File: src/rtl/ibex_rf_wr_arbiter.sv
// Register-file write-port arbiter: LSU loads always win, colliding ID/EX writes park in an in-order FIFO.
// Optional collision counter enabled by defining IBEX_RF_WR_ARB_PERF_EN.
module ibex_rf_wr_arbiter #(
    parameter int unsigned Depth = 2
) (
    input  logic        clk_i,
    input  logic        rst_ni,
    input  logic        id_we_i,
    input  logic [4:0]  id_waddr_i,
    input  logic [31:0] id_wdata_i,
    output logic        id_ready_o,
    input  logic        lsu_we_i,
    input  logic [4:0]  lsu_waddr_i,
    input  logic [31:0] lsu_wdata_i,
    input  logic [4:0]  rd_raddr_a_i,
    input  logic [4:0]  rd_raddr_b_i,
    output logic        rd_hazard_o,
    output logic        rf_we_o,
    output logic [4:0]  rf_waddr_o,
    output logic [31:0] rf_wdata_o,
    output logic        buf_empty_o,
    output logic [15:0] collision_cnt_o
);
    localparam int unsigned PW = (Depth > 1) ? $clog2(Depth) : 1;
    localparam int unsigned CW = PW + 1;

    logic [Depth-1:0][4:0]  addr_q, addr_d;
    logic [Depth-1:0][31:0] data_q, data_d;
    logic [Depth-1:0]       valid_q, valid_d, kill_q, kill_d;
    logic [PW-1:0]          wptr_q, wptr_d, rptr_q, rptr_d;
    logic [CW-1:0]          count_q, count_d;

    logic id_wr, nonempty, pop, push, bypass;

    assign id_wr       = id_we_i && (id_waddr_i != 5'd0);
    assign nonempty    = (count_q != '0);
    assign id_ready_o  = (count_q < CW'(Depth));
    assign buf_empty_o = ~nonempty;
    assign pop         = ~lsu_we_i && nonempty;
    assign bypass      = ~lsu_we_i && ~nonempty && id_wr;
    assign push        = id_wr && id_ready_o && ~bypass;

    always_comb begin
        valid_d = valid_q;
        kill_d  = kill_q;
        addr_d  = addr_q;
        data_d  = data_q;
        // A load to R supersedes any parked older write to R, so that write must never land.
        if (lsu_we_i) begin
            for (int i = 0; i < Depth; i++) begin
                if (valid_q[i] && (addr_q[i] == lsu_waddr_i)) kill_d[i] = 1'b1;
            end
        end
        if (pop) begin
            valid_d[rptr_q] = 1'b0;
            kill_d[rptr_q]  = 1'b0;
        end
        if (push) begin
            valid_d[wptr_q] = 1'b1;
            kill_d[wptr_q]  = 1'b0;
            addr_d[wptr_q]  = id_waddr_i;
            data_d[wptr_q]  = id_wdata_i;
        end
    end

    always_comb begin
        wptr_d  = push ? wptr_q + PW'(1) : wptr_q;
        rptr_d  = pop  ? rptr_q + PW'(1) : rptr_q;
        count_d = count_q;
        if (push && !pop)      count_d = count_q + CW'(1);
        else if (pop && !push) count_d = count_q - CW'(1);
    end

    always_ff @(posedge clk_i or negedge rst_ni) begin
        if (!rst_ni) begin
            addr_q  <= '0;
            data_q  <= '0;
            valid_q <= '0;
            kill_q  <= '0;
            wptr_q  <= '0;
            rptr_q  <= '0;
            count_q <= '0;
        end else begin
            addr_q  <= addr_d;
            data_q  <= data_d;
            valid_q <= valid_d;
            kill_q  <= kill_d;
            wptr_q  <= wptr_d;
            rptr_q  <= rptr_d;
            count_q <= count_d;
        end
    end

    always_comb begin
        rf_we_o    = 1'b0;
        rf_waddr_o = 5'd0;
        rf_wdata_o = 32'd0;
        if (lsu_we_i) begin
            rf_we_o    = 1'b1;
            rf_waddr_o = lsu_waddr_i;
            rf_wdata_o = lsu_wdata_i;
        end else if (nonempty) begin
            rf_we_o    = ~kill_q[rptr_q];
            rf_waddr_o = addr_q[rptr_q];
            rf_wdata_o = data_q[rptr_q];
        end else if (id_wr) begin
            rf_we_o    = 1'b1;
            rf_waddr_o = id_waddr_i;
            rf_wdata_o = id_wdata_i;
        end
    end

    // Parked entries never hold x0, so x0 reads cannot match.
    always_comb begin
        rd_hazard_o = 1'b0;
        for (int i = 0; i < Depth; i++) begin
            if (valid_q[i] && !kill_q[i] &&
                ((addr_q[i] == rd_raddr_a_i) || (addr_q[i] == rd_raddr_b_i)))
                rd_hazard_o = 1'b1;
        end
    end

`ifdef IBEX_RF_WR_ARB_PERF_EN
    logic        collision;
    logic [15:0] coll_cnt_q, coll_cnt_d;

    assign collision = lsu_we_i && (nonempty || id_wr);

    always_comb begin
        coll_cnt_d = coll_cnt_q;
        if (collision && (coll_cnt_q != 16'hFFFF)) coll_cnt_d = coll_cnt_q + 16'd1;
    end

    always_ff @(posedge clk_i or negedge rst_ni) begin
        if (!rst_ni) coll_cnt_q <= 16'd0;
        else         coll_cnt_q <= coll_cnt_d;
    end

    assign collision_cnt_o = coll_cnt_q;
`else
    assign collision_cnt_o = 16'h0000;
`endif

    a_we_nonzero : assert property (@(posedge clk_i) disable iff (!rst_ni)
        rf_we_o |-> (rf_waddr_o != 5'd0));
    a_no_push_full : assert property (@(posedge clk_i) disable iff (!rst_ni)
        push |-> (count_q < CW'(Depth)));
    a_id_stable : assert property (@(posedge clk_i) disable iff (!rst_ni)
        (id_we_i && !id_ready_o) |=> (id_we_i && $stable(id_waddr_i) && $stable(id_wdata_i)));

endmodule

File: config.mk
export PLATFORM = sky130hd
export DESIGN_NAME = ibex_rf_wr_arbiter
export DESIGN_NICKNAME = d
export VERILOG_FILES = /design/src/rtl/ibex_rf_wr_arbiter.sv
export SDC_FILE = /design/constraint.sdc
export NUM_CORES = 1
export LEC_CHECK = 0
export ABC_AREA = 1
export BUFFER_PORTS_ARGS = -buffer_cell sky130_fd_sc_hd__buf_2
export CAP_MARGIN = 20
export CORE_MARGIN = 2
export CORE_UTILIZATION = 45
export DETAILED_ROUTE_END_ITERATION = 12
export GPL_TIMING_DRIVEN = 0
export HOLD_SLACK_MARGIN = 0.12
export PLACE_DENSITY = 0.71
export SLEW_MARGIN = 0
export SYNTH_ARGS = -nofsm -noshare
export SYNTH_HDL_FRONTEND = slang
export SYNTH_SLANG_ARGS = --single-unit
export TNS_END_PERCENT = 10
File: constraint.sdc
create_clock -name clk_i -period 4.1 [get_ports clk_i]
set_clock_uncertainty 0.05 [all_clocks]
set_input_delay 0.205 -clock clk_i [delete_from_list [all_inputs] [get_ports clk_i]]
set_output_delay 0.205 -clock clk_i [all_outputs]
set_load 0.01 [all_outputs]
* After elaboration in Yosys (flattened, before gate mapping) *
Cells that the tools add are included.

word-level totals
  register bits = 82
  input port bits = 88
  output and inout bits = 57
  logic and storage cells = 95

cells by class
  add/sub/neg operators = 4
  order comparisons = 5
  equality and inequality tests = 6
  muxes and demuxes = 36
  bitwise operators = 10
  reductions and logical operators = 25

operators with widths
  operator             count
  $mux 32              6
  $bwmux 64            1
  $demux 32 s1         1
  $eq 5x5->1           6
  $mux 5               6
  $logic_and 1x1->1    16
  $mux 2               7
  $mux 1               11
  $bwmux 10            1
  $and 2x2->2          3
  $demux 5 s1          1
  $reduce_bool 5->1    1
  $logic_not 1->1      4
  $lt 1x2->1 const B   2
  $not 1->1            4
  $not 2->2            2
  $reduce_bool 2->1    2
  $add 1x1->1 const B  2
  $add 2x1->2 const B  1
  $demux 1 s1          2
  $ge 1x1->1 const B   2
  $logic_or 1x1->1     2
  $lt 2x2->1 const B   1
  $or 2x2->2           1
  $sub 2x1->2 const B  1

* Logic depth before layout (Yosys ltp) *
  depth after elaboration = 10
  gate-level depth with buffers = 9
  depth with buffers taken out = 9

* Least setup slack after synthesis *
OpenSTA, ideal clock, no wires.

  kind = register to register
  start point = register count_q[0]
  end point = register count_q[1]
  library setup time = 0.131 ns
  data arrival time = 1.596 ns
  required time = 3.919 ns
  slack = 2.324 ns
  cell stages (with the launch flop) = 10
  path buffers = 1
  period minus slack after synthesis = 1.776 ns
  cell sequence = dfrtp_1 -> inv_2 -> a21oi_2 -> inv_2 -> nor2_4 -> buf_2 -> ha_1 -> a21oi_1 -> o21ai_0 -> xor2_1

on the way
  longest elaborated chain between the ends = 9
  elaborated cells between the ends (all ways) = 18
  classes of those cells = add/sub: 2; order compare: 1; mux: 2; bitwise: 2; reduce/logical: 11

RTL lines
  what                                line  source
  start: declaration                  31    logic [CW-1:0] count_q, count_d;
  start signal: assignment            90    count_q <= count_d;
  $reduce_bool 2->1                   36    assign nonempty = (count_q != '0);
  $not 1->1                           40    assign bypass = ~lsu_we_i && ~nonempty && id_wr;
  $logic_and 1x1->1 (2 in series)     40
  $not 1->1                           41    assign push = id_wr && id_ready_o && ~bypass;
  $logic_and 1x1->1 (*)               41
  named net push                      33    logic id_wr, nonempty, pop, push, bypass;
  $logic_not 1->1                     71    else if (pop && !push) count_d = count_q - CW'(1);
  $logic_and 1x1->1                   71
  $reduce_bool 2->1 (no source line)  n/a

Mark *: on every way through the listed nets, which the timed path passes. The rest lies on a longest branch. The select of a mux whose other input is x is not followed.
A chain may end at the register's enable or synchronous reset.

* Final worst setup path *
  start point = input id_waddr_i[1]
  end point = output rf_wdata_o[12]

on the way
  longest elaborated chain between the ends = 5

RTL lines
  what                line  source
  start: declaration  9     input logic [4:0] id_waddr_i,
  $reduce_bool 5->1   35    assign id_wr = id_we_i && (id_waddr_i != 5'd0);
  $logic_and 1x1->1   35
  $mux 32             106   end else if (id_wr) begin
  $mux 32             102   end else if (nonempty) begin
  $mux 32             98    if (lsu_we_i) begin
  end: declaration    20    output logic [31:0] rf_wdata_o,

Every way passes these cells.

==> run metrics <==
# Post-CTS Setup Buffers 0; critical path peak fanout 10; via/cell ratio a little under 5; data required time at the worst endpoint 3.85 ns; total overflow reported by the global router 0; count of routing violations after the opening detailed-route iteration 444; Final min period 2.61 ns; Rel. slew slack a little over half; number of max-capacitance violations reported 0; worst-case hold slack between 0.2 and 0.25 ns; cell taking the most area after synthesis sky130_fd_sc_hd__dfrtp_1; Initial Util 45.9%; sum of routed wire length over all layers 15400 um; number of buffers created by CTS 9; wire length per cell 14.2 um; setup repair after global routing missed its margin false; total power 0.00373 W; Critical Path Source id_waddr_i[1]; clock sink total 82; number of levels the H-tree was split into 3; buffer depth of the longest clock path 2; TritonCTS clock tree yes; distinct cell type count of the synthesized netlist 27; worst slack, placed 1.88 ns; number of enable flip-flop cells after synthesis 0; final total negative setup slack 0 ns; antenna violations before repair 0; wire length of the first global-routing pass 24600 um; adder-cell area share of the yosys netlist 0.251%; transition time at the pin with the least slew margin 0.719 ns; fraction of the cycle the final worst path needs 63.6%; total half-perimeter wirelength after legalization and detailed placement 10700 um; Post-DRT Antenna Nets 0; main combinational cell family by area after synthesis simple AND/OR/NAND/NOR gates; Synth-to-Final Area Change 29.7%; total routing resource utilization after global routing 26.9%; diodes inserted 0; compound-cell area share of the yosys netlist between 2 and 3%; least setup slack across all paths after layout between 1 and 1.5 ns; number of detailed-routing iterations run before antenna repair 5; leading cell types by count after synthesis sky130_fd_sc_hd__nand2_1 (391), sky130_fd_sc_hd__dfrtp_1 (82), sky130_fd_sc_hd__nand3_1 (78); count of pins on the block boundary 145; mux share of post-synthesis cell area 0%; mean post-synth cell area 6.67 um^2; Main synth FF type sky130_fd_sc_hd__dfrtp_1; most frequent cell after synthesis sky130_fd_sc_hd__nand2_1; number of filler cells placed in the layout 1055; number of nets in the layout 1029; Seq cells post-synth 82; number of warnings reported in the yosys synthesis log 0; Final setup violation count 0; clock transition at the register clock pins on the worst setup and hold paths after CTS 0.09 ns; IO buf count between 100 and 150; static power due to leakage around 3.7 nW; proportion of synthesized chip area in sequential cells 41.2%; maximum number of pins on one net before global-route repair 56; Tightest Hold Check Type in2async; area fraction in and, or, nand and nor cells after synthesis 45.6%; total via count after detailed routing 5391; sort of element at the end of the critical path output pin; arrival time of data at the critical path endpoint 2.35 ns; die outline area 0.0119 mm^2; cell count after synthesis 747; launching element type of the critical path input port; achievable clock frequency 384 MHz; DRC violation count after routing 0; worst r2r src count_q[0]$_DFFE_PN0P_; pwr dens 578 mW/mm^2; vias in the first global route 4987; number of pins with negative max-slew slack in the final report 0; Core Area roughly 0.011 mm^2; last weighted congestion value of the routability-driven placer 0.820; fraction of registers with async set or reset after synthesis 100%; highest ir drop seen on vdd 0.284 mV; top cells by area, synth sky130_fd_sc_hd__dfrtp_1 (41%), sky130_fd_sc_hd__nand2_1 (29%), sky130_fd_sc_hd__nand3_1 (7.8%); Post-Synth XOR/XNOR Area 1.23%; total standard cell area after synthesis 0.00498 mm^2; number of cell rows 38; share of final-layout standard cells stronger than drive strength 1 19.9%; floorplan die height about 110 um; Fin. Hold Viols 0; Clk Latency, worst-skew pair between 0.3 and 0.4 ns; result of the run complete, no violations; clock root buffer sky130_fd_sc_hd__clkbuf_8; critical path class in2out; fraction of post-synthesis cell area in the top cell type by area 41.2%; Die W 109 um
power breakdown:
group          leakage, nW  internal, W  switching [W]
sequential            1.03      0.00117       0.000250
combinational         2.55     0.000618        0.00109
clock               0.0966     0.000299       0.000301
total                 3.68      0.00209        0.00165
state kept, by name, indices dropped and copies added, names as in the netlist:
register / flops
kill_q: 2
valid_q: 2
addr_q: 10
wptr_q: 1
rptr_q: 1
count_q: 2
data_q: 64
layout by cell type, fill, tap and decap left out, types with 17 or more instances in the layout:
cell | netlist | routed
sky130_fd_sc_hd__buf_2 | 18 | 145
sky130_fd_sc_hd__buf_4 | 16 | 17
sky130_fd_sc_hd__clkbuf_1 | 15 | 17
sky130_fd_sc_hd__dfrtp_1 | 82 | 82
sky130_fd_sc_hd__dlygate4sd3_1 | 0 | 38
sky130_fd_sc_hd__inv_1 | 39 | 39
sky130_fd_sc_hd__nand2_1 | 391 | 391
sky130_fd_sc_hd__nand3_1 | 78 | 78
sky130_fd_sc_hd__nand3b_1 | 35 | 35
sky130_fd_sc_hd__nor2_1 | 25 | 25
worst max-delay path, cell delays in order:
cell and delay (ns):
sky130_fd_sc_hd__dlygate4sd3_1 0.53, sky130_fd_sc_hd__buf_2 0.13, sky130_fd_sc_hd__inv_1 0.06, sky130_fd_sc_hd__nand4_1 0.16
sky130_fd_sc_hd__nand2_1 0.16, sky130_fd_sc_hd__nor2_2 0.36, sky130_fd_sc_hd__buf_2 0.37, sky130_fd_sc_hd__nand2_1 0.09
sky130_fd_sc_hd__nand3b_1 0.13, sky130_fd_sc_hd__buf_2 0.14
worst paths after layout:
path | end | slack, ns | depth (start not counted)
max | rf_wdata_o[12] | 1.49 | 10
min | data_q[53]$_DFFE_PN0P_ | 0.25 | 2
max reg2reg | count_q[1]$_DFFE_PN0P_ | 1.94 | 9
min reg2reg | data_q[62]$_DFFE_PN0P_ | 0.43 | 2
max in group asynchronous | addr_q[3]$_DFFE_PN0P_ | 3.15 | 3
min in group clk_i | kill_q[1]$_DFF_PN0_ | 0.27 | 8
area by class of cell:
class | instances | area [um^2] | area share, %
repair buffers | 167 | 1050 | 16.3
well taps | 140 | 175 | 2.71
flip-flops and latches | 82 | 2050 | 31.8
inverters | 44 | 165 | 2.56
clock inverters | 4 | 51.3 | 0.794
plain buffers | 51 | 282 | 4.36
clock buffers | 12 | 145 | 2.25
multi-input cells | 585 | 2540 | 39.3
stage by stage:
stage | std cells | utilization, % | cell area, um^2
5_1_grt | 1085 | 59.6 | 6460
4_1_cts | 1085 | 59.6 | 6460
3_3_place_gp | 1030 | 54.0 | 5850
3_5_place_dp | 1031 | 54.3 | 5880
6_report | 1085 | 59.6 | 6460
2_1_floorplan | 762 | - | 5040
metal layers:
layer  part of all wire (%)  track usage [%]  up-vias  routed length, um
met2                     47             44.1      230               7210
li1                       -                -     2680                  -
met5                      0                0        -                  0
met4                    1.9             8.41        0                298
met3                    7.5             3.71       22               1150
met1                     44             37.2     2459               6780
logic make-up after synthesis:
family | Yosys count
compound gates | 24
xor+xnor | 7
fa+ha+maj | 1
buf+inv | 95
flops | 82
other cells | 1
simple gates | 537
what timing repair did:
item                      4_1_cts  5_1_grt
hold endpoints to repair      147        0
hold buffers                   38        0
gates resized for setup         0        0
No activity file was read; power rests on OpenSTA's default activity.
